### src/rtl/ecdsa_axil_csrs_pkg.sv
// ecdsa_csr_pkg: shared constants and types for the ECDSA AXI4-Lite CSR block.
//   - register byte offsets on the s_axi_csrs bus
//   - AXI response codes and STATUS bit positions
//   - FSM state types and the byte-strobe merge helper
package ecdsa_csr_pkg;

  localparam logic [11:0] OFF_COMMAND           = 12'h000;
  localparam logic [11:0] OFF_STATUS            = 12'h000;
  localparam logic [11:0] OFF_ADDR_TABLE_BASE_I = 12'h004;
  localparam logic [11:0] OFF_ARGC_I            = 12'h008;
  localparam logic [11:0] OFF_ADDR_TABLE_BASE_O = 12'h00C;
  localparam logic [11:0] OFF_ARGC_O            = 12'h010;

  localparam logic [1:0] RESP_OKAY   = 2'b00;
  localparam logic [1:0] RESP_SLVERR = 2'b10;

  localparam int STATUS_DONE_BIT = 0;
  localparam int STATUS_BUSY_BIT = 1;

  typedef enum logic [1:0] {
    W_ADDR = 2'd0,
    W_DATA = 2'd1,
    W_RESP = 2'd2
  } wr_state_e;

  typedef enum logic {
    R_ADDR = 1'b0,
    R_DATA = 1'b1
  } rd_state_e;

  typedef enum logic [2:0] {
    SEL_COMMAND = 3'd0,
    SEL_ABI     = 3'd1,
    SEL_ARGC_I  = 3'd2,
    SEL_ABO     = 3'd3,
    SEL_ARGC_O  = 3'd4,
    SEL_NONE    = 3'd7
  } reg_sel_e;

  // Merge new write data into an existing word, one byte lane per strobe bit.
  function automatic logic [31:0] apply_wstrb(input logic [31:0] old_val,
                                               input logic [31:0] new_val,
                                               input logic [3:0]  strb);
    logic [31:0] res;
    res = old_val;
    for (int b = 0; b < 4; b++) begin
      if (strb[b]) begin
        res[8*b +: 8] = new_val[8*b +: 8];
      end else begin
        res[8*b +: 8] = old_val[8*b +: 8];
      end
    end
    return res;
  endfunction

endpackage

### src/rtl/ecdsa_axil_csrs_if.sv
// ecdsa_axil_csrs_if: AXI4-Lite control bus bundle (s_axi_csrs_* signals).
//   slave modport  - used by the CSR responder
//   master modport - used by the host side / testbench driver
interface ecdsa_axil_csrs_if #(
  parameter int ADDR_WIDTH = 12,
  parameter int DATA_WIDTH = 32
);
  logic [ADDR_WIDTH-1:0]   awaddr;
  logic                    awvalid;
  logic                    awready;
  logic [DATA_WIDTH-1:0]   wdata;
  logic [DATA_WIDTH/8-1:0] wstrb;
  logic                    wvalid;
  logic                    wready;
  logic [1:0]              bresp;
  logic                    bvalid;
  logic                    bready;
  logic [ADDR_WIDTH-1:0]   araddr;
  logic                    arvalid;
  logic                    arready;
  logic [DATA_WIDTH-1:0]   rdata;
  logic [1:0]              rresp;
  logic                    rvalid;
  logic                    rready;

  modport slave (
    input  awaddr, awvalid, wdata, wstrb, wvalid, bready, araddr, arvalid, rready,
    output awready, wready, bresp, bvalid, arready, rdata, rresp, rvalid
  );

  modport master (
    output awaddr, awvalid, wdata, wstrb, wvalid, bready, araddr, arvalid, rready,
    input  awready, wready, bresp, bvalid, arready, rdata, rresp, rvalid
  );
endinterface

### src/rtl/ecdsa_axil_csrs.sv
// ecdsa_axil_csrs: AXI4-Lite responder owning the ECDSA core command/argument registers.
// Ports:
//   clk, resetn        - clock, asynchronous active-low reset
//   s_axi_csrs         - AXI4-Lite slave bus (interface, slave modport)
//   core_start         - one-cycle launch pulse to the arithmetic core
//   core_done          - one-cycle completion pulse from the core
//   addr_table_base_i, argc_i, addr_table_base_o, argc_o - register contents
module ecdsa_axil_csrs
  import ecdsa_csr_pkg::*;
#(
  parameter int ADDR_WIDTH = 12,
  parameter int DATA_WIDTH = 32
) (
  input  logic                   clk,
  input  logic                   resetn,
  ecdsa_axil_csrs_if.slave       s_axi_csrs,
  output logic                   core_start,
  input  logic                   core_done,
  output logic [DATA_WIDTH-1:0]  addr_table_base_i,
  output logic [DATA_WIDTH-1:0]  argc_i,
  output logic [DATA_WIDTH-1:0]  addr_table_base_o,
  output logic [DATA_WIDTH-1:0]  argc_o
);

  wr_state_e             w_state_r, w_state_nxt_s;
  rd_state_e             r_state_r, r_state_nxt_s;
  logic [ADDR_WIDTH-1:0] awaddr_r;
  logic                  awready_r, wready_r, bvalid_r;
  logic                  arready_r, rvalid_r;
  logic [1:0]            bresp_r, rresp_r;
  logic [31:0]           rdata_r;
  logic [31:0]           abi_r, argc_i_r, abo_r, argc_o_r;
  logic                  busy_r, done_r, core_start_r;
  logic                  aw_fire_s, w_fire_s, b_fire_s, ar_fire_s, r_fire_s;
  logic                  start_s, clr_done_s;
  reg_sel_e              wsel_s, rsel_s;
  logic [31:0]           rd_data_s;
  logic [1:0]            rd_resp_s;

  // Word decode; the two byte-offset bits are ignored.
  function automatic reg_sel_e decode(input logic [ADDR_WIDTH-1:0] a);
    logic [ADDR_WIDTH-3:0] w;
    w = a[ADDR_WIDTH-1:2];
    if      (w == (ADDR_WIDTH-2)'(OFF_COMMAND >> 2))           return SEL_COMMAND;
    else if (w == (ADDR_WIDTH-2)'(OFF_ADDR_TABLE_BASE_I >> 2)) return SEL_ABI;
    else if (w == (ADDR_WIDTH-2)'(OFF_ARGC_I >> 2))            return SEL_ARGC_I;
    else if (w == (ADDR_WIDTH-2)'(OFF_ADDR_TABLE_BASE_O >> 2)) return SEL_ABO;
    else if (w == (ADDR_WIDTH-2)'(OFF_ARGC_O >> 2))            return SEL_ARGC_O;
    else                                                       return SEL_NONE;
  endfunction

  assign aw_fire_s = s_axi_csrs.awvalid & awready_r;
  assign w_fire_s  = s_axi_csrs.wvalid  & wready_r;
  assign b_fire_s  = bvalid_r & s_axi_csrs.bready;
  assign ar_fire_s = s_axi_csrs.arvalid & arready_r;
  assign r_fire_s  = rvalid_r & s_axi_csrs.rready;
  assign wsel_s    = decode(awaddr_r);
  assign rsel_s    = decode(s_axi_csrs.araddr);

  // Write FSM next state: address first, then data, then response.
  always_comb begin
    w_state_nxt_s = w_state_r;
    case (w_state_r)
      W_ADDR:  if (aw_fire_s) w_state_nxt_s = W_DATA; else w_state_nxt_s = W_ADDR;
      W_DATA:  if (w_fire_s)  w_state_nxt_s = W_RESP; else w_state_nxt_s = W_DATA;
      W_RESP:  if (b_fire_s)  w_state_nxt_s = W_ADDR; else w_state_nxt_s = W_RESP;
      default: w_state_nxt_s = W_ADDR;
    endcase
  end

  // Write FSM state plus registered handshake outputs. Readies follow the
  // next state so awready is low in reset and rises on the first edge after.
  always_ff @(posedge clk or negedge resetn) begin
    if (!resetn) begin
      w_state_r <= W_ADDR;
      awready_r <= 1'b0;
      wready_r  <= 1'b0;
      bvalid_r  <= 1'b0;
      bresp_r   <= RESP_OKAY;
      awaddr_r  <= '0;
    end else begin
      w_state_r <= w_state_nxt_s;
      awready_r <= (w_state_nxt_s == W_ADDR);
      wready_r  <= (w_state_nxt_s == W_DATA);
      bvalid_r  <= (w_state_nxt_s == W_RESP);
      if (aw_fire_s) awaddr_r <= s_axi_csrs.awaddr;
      if (w_fire_s)  bresp_r  <= (wsel_s == SEL_NONE) ? RESP_SLVERR : RESP_OKAY;
    end
  end

  // COMMAND decode: bit0=1 launches only when idle; bit0=0 acknowledges done.
  always_comb begin
    start_s    = 1'b0;
    clr_done_s = 1'b0;
    if (w_fire_s && (wsel_s == SEL_COMMAND) && s_axi_csrs.wstrb[0]) begin
      if (s_axi_csrs.wdata[0]) begin
        start_s    = ~busy_r;
        clr_done_s = ~busy_r;
      end else begin
        clr_done_s = 1'b1;
      end
    end else begin
      start_s    = 1'b0;
      clr_done_s = 1'b0;
    end
  end

  // Argument registers, core handshake and busy/done status.
  always_ff @(posedge clk or negedge resetn) begin
    if (!resetn) begin
      abi_r        <= 32'd0;
      argc_i_r     <= 32'd0;
      abo_r        <= 32'd0;
      argc_o_r     <= 32'd0;
      busy_r       <= 1'b0;
      done_r       <= 1'b0;
      core_start_r <= 1'b0;
    end else begin
      if (w_fire_s) begin
        case (wsel_s)
          SEL_ABI:    abi_r    <= apply_wstrb(abi_r,    s_axi_csrs.wdata, s_axi_csrs.wstrb);
          SEL_ARGC_I: argc_i_r <= apply_wstrb(argc_i_r, s_axi_csrs.wdata, s_axi_csrs.wstrb);
          SEL_ABO:    abo_r    <= apply_wstrb(abo_r,    s_axi_csrs.wdata, s_axi_csrs.wstrb);
          SEL_ARGC_O: argc_o_r <= apply_wstrb(argc_o_r, s_axi_csrs.wdata, s_axi_csrs.wstrb);
          default:    ;
        endcase
      end
      core_start_r <= start_s;
      // start requires !busy and completion requires busy, so they never collide;
      // a completion outranks a same-cycle done clear.
      if (core_done && busy_r)  busy_r <= 1'b0;
      else if (start_s)         busy_r <= 1'b1;
      if (core_done && busy_r)  done_r <= 1'b1;
      else if (clr_done_s)      done_r <= 1'b0;
    end
  end

  // Read mux sampled at the AR handshake; sees pre-write register values.
  always_comb begin
    rd_data_s = 32'd0;
    rd_resp_s = RESP_OKAY;
    case (rsel_s)
      SEL_COMMAND: begin
        rd_data_s[STATUS_BUSY_BIT] = busy_r;
        rd_data_s[STATUS_DONE_BIT] = done_r;
      end
      SEL_ABI:    rd_data_s = abi_r;
      SEL_ARGC_I: rd_data_s = argc_i_r;
      SEL_ABO:    rd_data_s = abo_r;
      SEL_ARGC_O: rd_data_s = argc_o_r;
      default:    rd_resp_s = RESP_SLVERR;
    endcase
  end

  // Read FSM next state.
  always_comb begin
    r_state_nxt_s = r_state_r;
    case (r_state_r)
      R_ADDR:  if (ar_fire_s) r_state_nxt_s = R_DATA; else r_state_nxt_s = R_ADDR;
      R_DATA:  if (r_fire_s)  r_state_nxt_s = R_ADDR; else r_state_nxt_s = R_DATA;
      default: r_state_nxt_s = R_ADDR;
    endcase
  end

  // Read FSM state, handshake outputs and held read data.
  always_ff @(posedge clk or negedge resetn) begin
    if (!resetn) begin
      r_state_r <= R_ADDR;
      arready_r <= 1'b0;
      rvalid_r  <= 1'b0;
      rdata_r   <= 32'd0;
      rresp_r   <= RESP_OKAY;
    end else begin
      r_state_r <= r_state_nxt_s;
      arready_r <= (r_state_nxt_s == R_ADDR);
      rvalid_r  <= (r_state_nxt_s == R_DATA);
      if (ar_fire_s) begin
        rdata_r <= rd_data_s;
        rresp_r <= rd_resp_s;
      end
    end
  end

  assign s_axi_csrs.awready = awready_r;
  assign s_axi_csrs.wready  = wready_r;
  assign s_axi_csrs.bvalid  = bvalid_r;
  assign s_axi_csrs.bresp   = bresp_r;
  assign s_axi_csrs.arready = arready_r;
  assign s_axi_csrs.rvalid  = rvalid_r;
  assign s_axi_csrs.rdata   = rdata_r;
  assign s_axi_csrs.rresp   = rresp_r;
  assign core_start         = core_start_r;
  assign addr_table_base_i  = abi_r;
  assign argc_i             = argc_i_r;
  assign addr_table_base_o  = abo_r;
  assign argc_o             = argc_o_r;

endmodule

### src/flat_wrapper.sv
// flat-port wrapper written by rule: the top's interface ports become plain ports
module ecdsa_axil_csrs_flat import ecdsa_csr_pkg::*;
#(
  parameter int ADDR_WIDTH = 12,
  parameter int DATA_WIDTH = 32
)
  (clk, resetn, core_start, core_done, addr_table_base_i, argc_i, addr_table_base_o, argc_o, s_axi_csrs_awaddr, s_axi_csrs_awvalid, s_axi_csrs_wdata, s_axi_csrs_wstrb, s_axi_csrs_wvalid, s_axi_csrs_bready, s_axi_csrs_araddr, s_axi_csrs_arvalid, s_axi_csrs_rready, s_axi_csrs_awready, s_axi_csrs_wready, s_axi_csrs_bresp, s_axi_csrs_bvalid, s_axi_csrs_arready, s_axi_csrs_rdata, s_axi_csrs_rresp, s_axi_csrs_rvalid);
  ecdsa_axil_csrs_if #(.ADDR_WIDTH(ADDR_WIDTH), .DATA_WIDTH(DATA_WIDTH)) s_axi_csrs_i ();
  input  logic clk;
  input  logic resetn;
  output logic core_start;
  input  logic core_done;
  output logic [DATA_WIDTH-1:0] addr_table_base_i;
  output logic [DATA_WIDTH-1:0] argc_i;
  output logic [DATA_WIDTH-1:0] addr_table_base_o;
  output logic [DATA_WIDTH-1:0] argc_o;
  input wire logic [$bits(s_axi_csrs_i.awaddr)-1:0] s_axi_csrs_awaddr;
  input wire logic [$bits(s_axi_csrs_i.awvalid)-1:0] s_axi_csrs_awvalid;
  input wire logic [$bits(s_axi_csrs_i.wdata)-1:0] s_axi_csrs_wdata;
  input wire logic [$bits(s_axi_csrs_i.wstrb)-1:0] s_axi_csrs_wstrb;
  input wire logic [$bits(s_axi_csrs_i.wvalid)-1:0] s_axi_csrs_wvalid;
  input wire logic [$bits(s_axi_csrs_i.bready)-1:0] s_axi_csrs_bready;
  input wire logic [$bits(s_axi_csrs_i.araddr)-1:0] s_axi_csrs_araddr;
  input wire logic [$bits(s_axi_csrs_i.arvalid)-1:0] s_axi_csrs_arvalid;
  input wire logic [$bits(s_axi_csrs_i.rready)-1:0] s_axi_csrs_rready;
  output wire logic [$bits(s_axi_csrs_i.awready)-1:0] s_axi_csrs_awready;
  output wire logic [$bits(s_axi_csrs_i.wready)-1:0] s_axi_csrs_wready;
  output wire logic [$bits(s_axi_csrs_i.bresp)-1:0] s_axi_csrs_bresp;
  output wire logic [$bits(s_axi_csrs_i.bvalid)-1:0] s_axi_csrs_bvalid;
  output wire logic [$bits(s_axi_csrs_i.arready)-1:0] s_axi_csrs_arready;
  output wire logic [$bits(s_axi_csrs_i.rdata)-1:0] s_axi_csrs_rdata;
  output wire logic [$bits(s_axi_csrs_i.rresp)-1:0] s_axi_csrs_rresp;
  output wire logic [$bits(s_axi_csrs_i.rvalid)-1:0] s_axi_csrs_rvalid;
  assign s_axi_csrs_i.awaddr = s_axi_csrs_awaddr;
  assign s_axi_csrs_i.awvalid = s_axi_csrs_awvalid;
  assign s_axi_csrs_i.wdata = s_axi_csrs_wdata;
  assign s_axi_csrs_i.wstrb = s_axi_csrs_wstrb;
  assign s_axi_csrs_i.wvalid = s_axi_csrs_wvalid;
  assign s_axi_csrs_i.bready = s_axi_csrs_bready;
  assign s_axi_csrs_i.araddr = s_axi_csrs_araddr;
  assign s_axi_csrs_i.arvalid = s_axi_csrs_arvalid;
  assign s_axi_csrs_i.rready = s_axi_csrs_rready;
  assign s_axi_csrs_awready = s_axi_csrs_i.awready;
  assign s_axi_csrs_wready = s_axi_csrs_i.wready;
  assign s_axi_csrs_bresp = s_axi_csrs_i.bresp;
  assign s_axi_csrs_bvalid = s_axi_csrs_i.bvalid;
  assign s_axi_csrs_arready = s_axi_csrs_i.arready;
  assign s_axi_csrs_rdata = s_axi_csrs_i.rdata;
  assign s_axi_csrs_rresp = s_axi_csrs_i.rresp;
  assign s_axi_csrs_rvalid = s_axi_csrs_i.rvalid;
  ecdsa_axil_csrs #(.ADDR_WIDTH(ADDR_WIDTH), .DATA_WIDTH(DATA_WIDTH)) u_core (.clk(clk), .resetn(resetn), .s_axi_csrs(s_axi_csrs_i), .core_start(core_start), .core_done(core_done), .addr_table_base_i(addr_table_base_i), .argc_i(argc_i), .addr_table_base_o(addr_table_base_o), .argc_o(argc_o));
endmodule
### config.mk
export PLATFORM = sky130hd
export DESIGN_NAME = ecdsa_axil_csrs_flat
export DESIGN_NICKNAME = d
export VERILOG_FILES = /design/src/rtl/ecdsa_axil_csrs_pkg.sv /design/src/rtl/ecdsa_axil_csrs_if.sv /design/src/rtl/ecdsa_axil_csrs.sv /design/src/flat_wrapper.sv
export SDC_FILE = /design/constraint.sdc
export NUM_CORES = 1
export LEC_CHECK = 0
export BUFFER_PORTS_ARGS = -buffer_cell sky130_fd_sc_hd__buf_2
export CAP_MARGIN = 20
export CORE_UTILIZATION = 35
export DETAILED_ROUTE_END_ITERATION = 8
export PLACE_DENSITY_LB_ADDON = 0.1
export SYNTH_ARGS = -nofsm -noshare
export SYNTH_HDL_FRONTEND = slang
export SYNTH_SLANG_ARGS = --single-unit
### constraint.sdc
create_clock -name clk -period 2.8 [get_ports clk]
set_clock_uncertainty 0.15 [all_clocks]
set_input_delay 0.56 -clock clk [delete_from_list [all_inputs] [get_ports clk]]
set_output_delay 0.56 -clock clk [all_outputs]
set_load 0.1 [all_outputs]
==> impl_metrics.json, run 1 <==
{
  "layout_common_cells": "buf_2, dfrtp_1, mux2_2",
  "grt_pass1_wl_mm": 37.3,
  "synth_compound_area_share_pct": 9.70,
  "required_ps": 2960,
  "r2r_slack_ps": 350,
  "grt_setup_unrepaired": "no",
  "layout-drive-gt1-share_pct": 52.7,
  "cts_tree": "built",
  "worstSetupPathType": "flop to flop",
  "via_count": 5865,
  "synthSimpleGateAreaFrac_pct": 10.6,
  "die_w_um": 153,
  "start_util_pct": 36.2,
  "die_h_um": 153,
  "synth.distinct_cells": 40,
  "std_cell_rows": 54,
  "startpoint_type": "flop",
  "fill_cells": 2086,
  "synthAdderAreaFrac_pct": 0,
  "netlist_instances": 587,
  "overflow": 0,
  "cap_violations": 0,
  "fmax_mhz": 407,
  "slowest_stage": "nor2_2",
  "power_density_nw_per_um2": 674,
  "min_path_cells": 2,
  "clock_latency_ps": 430,
  "io_pins": 238,
  "relSlewSlack_pct": 29.0,
  "core_sq_um": 22100,
  "finalCriticalPeriod_ps": 2450,
  "antenna_found_initial": 1,
  "cpPeakStageDelay_ps": 550,
  "crit_path_cell_trace": "nor4_1, nand4_1, nor2_2, mux2_2",
  "mostFrequentLayoutCell": "buf_2",
  "dieArea_sq_um": 23500,
  "final_nets": 884,
  "wire_per_inst_um": 21.8,
  "status": "finished, final reports clean",
  "syn_area_sq_um": 8000,
  "dp_hpwl_mm": 16.4,
  "finalSetupViolations": 0,
  "area_growth_pct": 26.4,
  "clock_path_buffers": 2,
  "synthMuxAreaShare_pct": 20.5,
  "synth_area_per_cell_sq_um": 13.6,
  "fin_setup_tns_ps": 0,
  "leakage_nw": 5.45,
  "total_power_mw": 6.82,
  "irDropWorstVdd_mv": 0.363,
  "reg2reg_depth": 4,
  "drc": 0,
  "tightestPinTransition_ps": 1060,
  "crit_arrival_ps": 2620,
  "yosys_warnings": 0,
  "postCtsSetupBuffers": 0,
  "cp-end-kind": "flop",
  "period_share_pct": 87.7,
  "r2r-end": "u_core.argc_o[1]",
  "cts_root_buf": "clkbuf_16",
  "dr.pass1.iters": 4,
  "hold_end": "u_core.busy_r",
  "cts_buffers": 17,
  "gp_congestion": 0.803,
  "drt_wl_total_mm": 24.2,
  "crit_fanout": 8,
  "clock_sink_count": 182,
  "synth_seq_cells": 182,
  "path_clk_slew_ps": 70,
  "htreeDepth": 4,
  "hold_start": "core_done",
  "drv_slew": 0,
  "grt_max_degree": 70,
  "ys.flop_type": "dfrtp_1",
  "via_per_inst": 5.28,
  "synthXorXnorAreaFrac_pct": 0,
  "finalHoldViolations": 0,
  "seq_area_frac_synth_pct": 56.9,
  "synthArstFlopShare_pct": 100,
  "worstReg2RegStart": "u_core.awaddr_r[11]",
  "grt_pass1_vias": 6178,
  "ant_nets": 0,
  "synth_edf_count": 0,
  "track_usage_pct": 21.4,
  "drtIter0Drc": 332,
  "port_buffers": 231,
  "hp-class": "input port to flop",
  "synth_top_family_by_area": "multiplexers"
}
power breakdown:
part / switching (mW) / internal, mW / total, mW
Sequential: 0.197 / 2.81 / 3.01
Combinational: 1.08 / 0.331 / 1.41
Clock: 1.04 / 1.37 / 2.40
flip-flops by register name (all words and copies together) (netlist names), 2 cells and up:
register	flops
u_core.addr_table_base_o	32
u_core.addr_table_base_i	32
u_core.s_axi_csrs.rdata	32
u_core.argc_o	32
u_core.argc_i	32
u_core.w_state_r	2
u_core.awaddr_r	10
cell type report:
cell class	count	area (sq um)	share of cell area, %
clock inverter	11	125	1.24
clock buffer	21	460	4.56
multi-input combinational	365	3290	32.5
timing repair buffer	246	1320	13.0
antenna	1	2.50	0.0248
tap	280	350	3.47
inverter	4	15.0	0.149
sequential	182	4550	45.1
worst max-delay path by stage:
stage	start	cells after the start	slack, ps	to
6_report	u_core.awaddr_r[11]	4	350	u_core.argc_o[1]
5_1_grt	u_core.awaddr_r[11]	4	250	u_core.argc_o[4]
4_1_cts	u_core.awaddr_r[11]	4	350	u_core.argc_o[1]
3_5_place_dp	u_core.awaddr_r[11]	4	340	u_core.argc_o[5]
3_3_place_gp	s_axi_csrs_araddr[2]	5	390	u_core.s_axi_csrs.rdata[12]
2_1_floorplan	u_core.s_axi_csrs.wready	5	340	u_core.argc_o[16]
synthesized netlist by cell type (all sizes together) (2+ instances only):
cell | instances | area [sq um]
a221o | 31 | 310
nor2 | 7 | 31.3
mux4 | 2 | 45.0
nor2b | 3 | 18.8
clkbuf | 30 | 113
nor4b | 2 | 47.6
nor3 | 2 | 10.0
o21ai | 34 | 170
mux2 | 138 | 1580
and3b | 30 | 263
and3 | 6 | 37.5
nand3 | 14 | 198
a21oi | 5 | 25.0
buf | 7 | 52.6
inv | 4 | 15.0
and2 | 2 | 12.5
nor4 | 2 | 18.8
or3 | 2 | 12.5
nand2 | 42 | 158
dfrtp | 182 | 4550
a22oi | 32 | 240
critical path: cells and delay by family, from the launching register on:
family | cells | cell delay, ps
AND/OR/NAND/NOR | 3 | 1310
flip-flops | 1 | 460
multiplexers | 1 | 400
metrics by stage:
stage               setup slack [ps]  instances  hold WS (ps)  utilization, %  area, sq um
floorplan                        337        588           114               -         8000
global placement                 387       1076           307            43.0         9510
detailed placement               340       1076           316            43.0         9510
CTS                              355       1109           174            45.7        10100
global route                     248       1110           175            45.8        10100
finish                           346       1110           192            45.8        10100
layer usage:
layer / global-route usage (%) / up-vias / routed length (um)
li1: - / 2649 / -
met1: 27.3 / 2973 / 10400
met2: 34.9 / 215 / 11700
met3: 5.98 / 28 / 1760
met4: 7.22 / 0 / 424
met5: 0 / - / 0
cell families after synthesis:
group	count (synthesis)
flip-flops	182
multiplexers	141
AND/OR/NAND/NOR	116
AO/OA/AOI/OAI	106
buffers and inverters	41
other	1
what timing repair did:
item,CTS,global route
endpoints found under the hold margin,48,0
gates resized for setup,0,0
hold buffers,1,0
(Power assumes the default switching activity.)
==> inputs of run 2 (changes only) <==
==> constraint.sdc (replaced) <==
create_clock -name clk -period 2.1 [get_ports clk]
set_clock_uncertainty 0.15 [all_clocks]
set_input_delay 0.42 -clock clk [delete_from_list [all_inputs] [get_ports clk]]
set_output_delay 0.42 -clock clk [all_outputs]
set_load 0.1 [all_outputs]
==> run 2 against run 1 <==
Net effect: setup slack got worse by 300 ps; clock power increased by 33%; via count increased by 0.97%; first-iteration DRC count decreased by 23%; non-clock buffer count increased by 26; sequential power increased by 32%; maximum frequency increased by 19%; sequential cell count unchanged; combinational power increased by 48%; register-to-register slack got worse by 300 ps; highest routed layer unchanged.
==> impl_metrics.json, run 2 (same netlist as run 1, synthesis figures left out) <==
{
  "start_util_pct": 36.2,
  "r2r_slack_ps": 40,
  "clock_latency_ps": 430,
  "dr.pass1.iters": 4,
  "layout_common_cells": "buf_2, dfrtp_1, mux2_2",
  "fin_setup_tns_ps": 0,
  "core_sq_um": 22100,
  "layout-drive-gt1-share_pct": 54.9,
  "tightestPinTransition_ps": 1050,
  "relSlewSlack_pct": 29.9,
  "mostFrequentLayoutCell": "buf_2",
  "finalHoldViolations": 0,
  "area_growth_pct": 31.0,
  "dieArea_sq_um": 23500,
  "std_cell_rows": 54,
  "wire_per_inst_um": 21.8,
  "leakage_nw": 5.63,
  "via_count": 5922,
  "crit_arrival_ps": 2210,
  "clock_path_buffers": 2,
  "clock_sink_count": 182,
  "overflow": 0,
  "period_share_pct": 98.0,
  "fmax_mhz": 486,
  "cts_tree": "built",
  "cp-end-kind": "flop",
  "worstReg2RegStart": "u_core.awaddr_r[8]",
  "total_power_mw": 9.27,
  "reg2reg_depth": 5,
  "track_usage_pct": 21.8,
  "grt_pass1_vias": 6387,
  "dp_hpwl_mm": 16.9,
  "gp_congestion": 0.799,
  "slowest_stage": "dfrtp_1",
  "drc": 0,
  "cap_violations": 0,
  "pwr-share-seq_pct": 42.9,
  "status": "finished, final reports clean",
  "crit_end": "u_core.addr_table_base_o[28]",
  "p_switching_mw": 3.21,
  "irDropWorstVdd_mv": 0.450,
  "die_h_um": 153,
  "worstSetupPathType": "flop to flop",
  "path_clk_slew_ps": 70,
  "cpPeakStageDelay_ps": 410,
  "drv_slew": 0,
  "htreeDepth": 4,
  "antenna_found_initial": 1,
  "cts_buffers": 17,
  "placed_cell_area_sq_um": 9800,
  "port_buffers": 231,
  "startpoint_type": "flop",
  "final_nets": 910,
  "finalCriticalPeriod_ps": 2060,
  "hp-class": "input port to flop",
  "crit_fanout": 13,
  "cp-startpoint": "u_core.awaddr_r[8]",
  "drt_wl_total_mm": 24.7,
  "p_sw_share_pct": 34.6,
  "io_pins": 238,
  "via_per_inst": 5.21,
  "drtIter0Drc": 255,
  "final_area_sq_um": 10500,
  "finalSetupViolations": 0,
  "grt_max_degree": 47,
  "ant_nets": 0,
  "r2r-end": "u_core.addr_table_base_o[28]",
  "cts_root_buf": "clkbuf_16",
  "p_int_mw": 6.06,
  "p_comb_share_pct": 22.6,
  "power_density_nw_per_um2": 885,
  "grt_setup_unrepaired": "yes",
  "pwr-share-clk_pct": 34.5,
  "grt_pass1_wl_mm": 38.5,
  "die_w_um": 153,
  "crit_path_cell_trace": "nor4_4, nor3b_4, buf_12, nand3_4, mux2_4",
  "dp_cells": 1101,
  "min_path_cells": 2,
  "fin_cells": 1136,
  "required_ps": 2250
}
## run 2: how the worst min path moves through the flow
stage	startpoint	end	slack [ps]
CTS	s_axi_csrs_rready	u_core.r_state_r	20
floorplan	resetn	u_core.addr_table_base_i[0]	-30
global placement	resetn	u_core.s_axi_csrs.rdata[26]	250
global route	s_axi_csrs_rready	u_core.r_state_r	40
detailed placement	resetn	u_core.s_axi_csrs.rdata[26]	250
finish	s_axi_csrs_rready	u_core.r_state_r	40
## run 2: worst max-delay path: cells and delay by family, from the launching register on
| family | cells | cell delay [ps] |
|---|---|---|
| buf+inv | 1 | 200 |
| flops | 1 | 410 |
| mux | 1 | 360 |
| simple gates | 3 | 790 |
## run 2: layout make-up
type,instances,area [sq um]
Tap cell,280,350
Inverter,4,15.0
Fill cell,2008,11600
Antenna cell,1,2.50
Sequential cell,182,4560
Multi-Input combinational cell,365,3340
Clock buffer,20,467
Clock inverter,12,116
Timing Repair Buffer,272,1630
## run 2: metrics by stage
step / hold WS (ps) / util (%) / setup WS [ps]
global route: 37.0 / 47.4 / -35.1
floorplan: -25.6 / - / 46.7
global placement: 245 / 44.4 / -111
finish: 40.4 / 47.4 / 41.9
CTS: 24.8 / 47.2 / -3.52
detailed placement: 250 / 44.4 / -139
## run 2: layer usage
layer	GRT usage (%)	vias to the layer above	wire [um]
li1	-	2698	-
met5	0	-	0
met1	28.4	2999	10800
met4	5.77	0	364
met3	6.12	24	1670
met2	35.6	201	11900
## run 2: power groups by stage
stage / Combinational (mW) / Sequential [mW] / Clock, mW
after detailed placement: 2.09 / 4.02 / 0
after CTS: 2.10 / 3.97 / 3.29
after floorplan: 0.574 / 4.90 / 0
final: 2.09 / 3.98 / 3.20
after global routing: 2.21 / 4.01 / 3.45
after global placement: 2.05 / 4.00 / 0
## run 2: repair_timing
item | in CTS | in global routing
pin swaps | 0 | 2
buffers inserted | 0 | 1
hold buffers | 1 | 0
setup endpoints to repair | 35 | 42
gates resized for setup | 7 | 10
hold endpoints to repair | 41 | 0
